$ cat src/rtl/ff_bank_arbiter.sv
// Round-robin arbiter sharing one flop bank between NREQ requesters.
// Each granted operation runs IDLE -> APPLY -> VERIFY and reports DONE/ERR from the readback.
module ff_bank_arbiter #(
  parameter int unsigned NREQ   = 4,
  parameter int unsigned WIDTH  = 8,
  parameter string       REGSET = "SET"
) (
  input  logic                   CLK,
  input  logic                   LSR_N,
  input  logic [NREQ-1:0]        REQ,
  input  logic [NREQ-1:0]        OP,
  input  logic [NREQ*WIDTH-1:0]  WDATA,
  output logic [NREQ-1:0]        GNT,
  output logic                   BUSY,
  output logic [WIDTH-1:0]       BANK_DI,
  output logic                   BANK_LSR,
  output logic                   BANK_CE,
  input  logic [WIDTH-1:0]       BANK_Q,
  output logic [WIDTH-1:0]       RDATA,
  output logic                   DONE,
  output logic                   ERR
);

  localparam int unsigned     PtrW      = (NREQ > 1) ? $clog2(NREQ) : 1;
  localparam logic            SrVal     = (REGSET == "SET");
  localparam logic [WIDTH-1:0] ClearWord = {WIDTH{SrVal}};

  typedef enum logic [1:0] {StIdle, StApply, StVerify} state_e;

  state_e            state_q, state_d;
  logic [PtrW-1:0]   ptr_q, ptr_d;
  logic [PtrW-1:0]   g_q, g_d;
  logic              op_q, op_d;
  logic [WIDTH-1:0]  data_q, data_d;
  logic [NREQ-1:0]   gnt_q, gnt_d;
  logic              busy_q, busy_d;
  logic [WIDTH-1:0]  di_q, di_d;
  logic              lsr_q, lsr_d;
  logic              ce_q, ce_d;
  logic [WIDTH-1:0]  rdata_q, rdata_d;
  logic              done_q, done_d;
  logic              err_q, err_d;

  logic              found;
  logic [PtrW-1:0]   sel;
  logic [WIDTH-1:0]  sel_data;
  int unsigned       idx;

  // First requester at or after the pointer, wrapping past NREQ-1.
  always_comb begin
    found = 1'b0;
    sel   = '0;
    idx   = 0;
    for (int unsigned k = 0; k < NREQ; k++) begin
      idx = (32'(ptr_q) + k) % NREQ;
      if (!found && REQ[idx]) begin
        found = 1'b1;
        sel   = PtrW'(idx);
      end
    end
  end

  assign sel_data = WDATA[32'(sel)*WIDTH +: WIDTH];

  always_comb begin
    state_d = state_q;
    ptr_d   = ptr_q;
    g_d     = g_q;
    op_d    = op_q;
    data_d  = data_q;
    gnt_d   = '0;
    busy_d  = 1'b0;
    di_d    = '0;
    lsr_d   = 1'b0;
    ce_d    = 1'b0;
    rdata_d = rdata_q;
    done_d  = 1'b0;
    err_d   = 1'b0;
    unique case (state_q)
      StIdle: begin
        if (found) begin
          g_d        = sel;
          op_d       = OP[sel];
          data_d     = sel_data;
          gnt_d[sel] = 1'b1;
          busy_d     = 1'b1;
          ce_d       = 1'b1;
          lsr_d      = OP[sel];
          di_d       = OP[sel] ? '0 : sel_data;
          state_d    = StApply;
        end
      end
      StApply: begin
        busy_d  = 1'b1;
        state_d = StVerify;
      end
      StVerify: begin
        rdata_d = BANK_Q;
        err_d   = (BANK_Q != (op_q ? ClearWord : data_q));
        done_d  = 1'b1;
        ptr_d   = (32'(g_q) == NREQ - 1) ? '0 : g_q + 1'b1;
        state_d = StIdle;
      end
      default: state_d = StIdle;
    endcase
  end

  always_ff @(posedge CLK or negedge LSR_N) begin
    if (!LSR_N) begin
      state_q <= StIdle;
      ptr_q   <= '0;
      g_q     <= '0;
      op_q    <= 1'b0;
      data_q  <= '0;
      gnt_q   <= '0;
      busy_q  <= 1'b0;
      di_q    <= '0;
      lsr_q   <= 1'b0;
      ce_q    <= 1'b0;
      rdata_q <= '0;
      done_q  <= 1'b0;
      err_q   <= 1'b0;
    end else begin
      state_q <= state_d;
      ptr_q   <= ptr_d;
      g_q     <= g_d;
      op_q    <= op_d;
      data_q  <= data_d;
      gnt_q   <= gnt_d;
      busy_q  <= busy_d;
      di_q    <= di_d;
      lsr_q   <= lsr_d;
      ce_q    <= ce_d;
      rdata_q <= rdata_d;
      done_q  <= done_d;
      err_q   <= err_d;
    end
  end

  assign GNT      = gnt_q;
  assign BUSY     = busy_q;
  assign BANK_DI  = di_q;
  assign BANK_LSR = lsr_q;
  assign BANK_CE  = ce_q;
  assign RDATA    = rdata_q;
  assign DONE     = done_q;
  assign ERR      = err_q;

endmodule

$ cat config.mk
export PLATFORM = sky130hd
export DESIGN_NAME = ff_bank_arbiter
export DESIGN_NICKNAME = d
export VERILOG_FILES = /design/src/rtl/ff_bank_arbiter.sv
export SDC_FILE = /design/constraint.sdc
export NUM_CORES = 1
export LEC_CHECK = 0
export ABC_AREA = 1
export BUFFER_PORTS_ARGS = -buffer_cell sky130_fd_sc_hd__buf_4
export CORE_MARGIN = 10
export CORE_UTILIZATION = 55
export CTS_CLUSTER_DIAMETER = 60
export DETAILED_ROUTE_END_ITERATION = 16
export GPL_TIMING_DRIVEN = 0
export PLACE_DENSITY = 0.86
export SETUP_SLACK_MARGIN = 0.3
export SYNTH_ARGS = -nofsm -noshare
export SYNTH_HDL_FRONTEND = slang
export SYNTH_SLANG_ARGS = --single-unit
export TNS_END_PERCENT = 20
$ cat constraint.sdc
create_clock -name CLK -period 5.8 [get_ports CLK]
set_clock_uncertainty 0.2 [all_clocks]
set_input_delay 1.16 -clock CLK [delete_from_list [all_inputs] [get_ports CLK]]
set_output_delay 1.16 -clock CLK [all_outputs]
set_load 0.01 [all_outputs]
==> reports/results.ini <==
[outcome]
outcome=finished clean

[timing]
worst-slew-pin-transition_ps=487.6
maxSlewViolCount=0
rsz0062_at_grt=no
fin_crit_ps=2697
post-route-period-util_pct=46.51
final-hold-violation-count=0
setup-tns-final_ps=0
relSlewSlack_pct=67.50
max_freq_ghz=0.3707
finalSetupViolations=0

[synthesis]
yosys.area_share.simple_pct=40.09
synth_top_area_share_pct=43.34
synthAdderAreaFrac_pct=0.5417
synth_xor_area_share_pct=2.275
synth_compound_area_share_pct=3.088
synth_top_area_cell=dfrtp_1
syn_area_per_cell_um2=7.451
synth_seq_cells=40
netlist_area_mm2=0.002310
muxShareOfSynthArea_pct=0
synthesis.nets=361
synthTopCellsByArea=dfrtp_1 43%, nand2_1 21%, inv_1 5.7%
syn_inst=310
synth_top_family_by_area=simple AND/OR/NAND/NOR gates
synth_seq_area_share_pct=43.34
synth_cell_types=26
yosysWarnings=0

[die]
rows=23
die_area_mm2=0.007192
chipHeight_um=84.81
die_x_um=84.81
boundaryPins=75
start_util_pct=57.33
core_mm2=0.004029

[clock_network]
cts_root_buffer=clkbuf_8
cts_resized=0
worstSkewPairLatency_ps=290
cts_setup_buffers=0
htreeDepth=2
cts_buffer_depth=2
cts_buffers=5
numClockSinks=40
path_clk_slew_ps=80
cts_tree=built
holdBufCountCts=0

[placed_design]
port_buffers=74
dpl.hpwl_um=4966
place.gp.congestion=0.8824
dp.cells=434

[routing]
wire_per_inst_um=14.44
drc_errors=0
routed_wl_um=6381
num_vias=2267
drtIter0Drc=98
viasPerCell=5.129
drtPass1Iterations=4
drtAntennaViolNets=0

[power]
pwr-share-clk_pct=12.2
p_sw_mw=0.9945
comb_power_share_pct=65.2
power_leakage_nw=1.801
peakVddDrop_mv=0.3599
power.density_mw_per_mm2=661.3
sequentialPowerShare_pct=22.7
internal-power_mw=1.025
switching_share_pct=49.24

[grt]
grt_pass1_vias=2304
grt_pass1_wl_um=10490
grt-ovfl-total=0
groute.usage.overall_pct=17.39
grt_start_max_net_pins=41
antenna_found_initial=0

[layout]
fin_nets=442
antenna_cells=0
final_cells=442
drive_above_1_share_pct=30.61
area.growth.synth_to_final_pct=32.23
nFillCells=308

[worst_setup_path]
cp-start-kind=primary input
crit_fanout=10
required_ps=5780
worstSetupPathType=in2reg
cp.arrival_ps=2680
endpoint_kind=flop

[job]
cap_violations=0

[hold_path]
hp-class=reg2reg

## sequential cells by signal, summed over array words and instances, names as in the netlist
register / flops
DONE: 1
RDATA: 8
GNT: 4
g_q: 2
ptr_q: 2
data_q: 8
BANK_CE: 1
BANK_LSR: 1
BANK_DI: 8
op_q: 1
ERR: 1
state_q: 2
BUSY: 1
## routing by layer
metal | vias to the layer above | global-route usage, % | share of wire (%)
met3 | 12 | 5.604 | 7.3
li1 | 1124 | - | -
met2 | 82 | 29.99 | 51
met1 | 1049 | 19.13 | 40
met5 | - | 0 | 0
met4 | 0 | 7.335 | 1.7
## layout make-up
cell class | count | area, um2 | share of cell area, %
sequential | 40 | 1001 | 32.77
clock inverter | 1 | 30.03 | 0.9832
buffer | 13 | 100.1 | 3.277
multi-input combinational | 218 | 1062 | 34.78
clock buffer | 7 | 96.34 | 3.154
inverter | 39 | 146.4 | 4.793
timing repair buffer | 74 | 555.5 | 18.19
tap | 50 | 62.56 | 2.048
## cell usage after synthesis
library cell,number
o21ai_1,2
o22ai_1,1
a22o_1,1
nand2_1,130
clkbuf_1,2
nand2_4,1
xor2_1,6
clkinv_1,1
nand3_1,3
buf_2,5
nor2_1,20
ha_1,1
nor3_1,3
nor2_4,2
nand2_2,5
nor4_1,1
dfrtp_1,40
inv_2,3
o31ai_1,1
inv_1,35
o21ai_0,6
a41oi_1,1
nand4_1,18
buf_6,6
nand3_2,13
nor2_2,3
## layout by cell type, fill, tap and decap left out
cell       Yosys  final
a22o_1         1      1
a41oi_1        1      1
buf_2          5      5
buf_4          0     74
buf_6          6      6
bufinv_16      0      1
clkbuf_1       2      2
clkbuf_8       0      7
clkinv_1       1      1
dfrtp_1       40     40
ha_1           1      1
inv_1         35     35
inv_2          3      3
nand2_1      130    130
nand2_2        5      5
nand2_4        1      1
nand3_1        3      3
nand3_2       13     13
nand4_1       18     18
nor2_1        20     20
nor2_2         3      3
nor2_4         2      2
nor3_1         3      3
nor4_1         1      1
o21ai_0        6      6
o21ai_1        2      2
o22ai_1        1      1
o31ai_1        1      1
xor2_1         6      6
## cell families after synthesis
family | after synthesis
buf+inv | 52
simple gates | 199
xor+xnor | 6
flops | 40
compound gates | 12
fa+ha+maj | 1
## power groups by stage
| stage | clock (mW) | combinational, mW | sequential, mW |
|---|---|---|---|
| after floorplan | 0 | 0.915 | 0.478 |
| after global placement | 0 | 1.25 | 0.456 |
| after detailed placement | 0 | 1.30 | 0.461 |
| after CTS | 0.245 | 1.32 | 0.457 |
| after global routing | 0.257 | 1.48 | 0.469 |
| final | 0.246 | 1.32 | 0.458 |
## stage by stage
step | setup WS (ps) | cell area [um2] | hold slack (ps) | power (mW) | utilization [%]
after floorplan | 3197 | 2310 | 240.0 | 1.392 | -
after global placement | 2879 | 2928 | 252.3 | 1.704 | 72.67
after detailed placement | 2820 | 2928 | 274.8 | 1.759 | 72.67
after CTS | 3120 | 3054 | 285.0 | 2.019 | 75.81
after global routing | 2927 | 3054 | 304.7 | 2.202 | 75.81
final | 3103 | 3054 | 284.1 | 2.020 | 75.81
## worst max-delay path, stage by stage
cell and delay, ps:
buf_4 110, inv_1 80, nand2_2 50, nand3_1 120
nand2_2 100, clkinv_1 70, nand3_2 190, nand3_2 150
buf_2 240, inv_1 120, nor3_1 280
## final timing paths
check,startpoint,to,slack (ps),cells after the start
max,REQ[3],GNT[0],3100,11
min,state_q[1],state_q[1],280,1
max reg2reg,ptr_q[1],GNT[1],3540,11
min reg2reg,state_q[1],state_q[1],280,1
max in group asynchronous,LSR_N,data_q[2],4430,1
min in group asynchronous,LSR_N,RDATA[5],620,1
No activity file was read; power rests on OpenSTA's default activity.
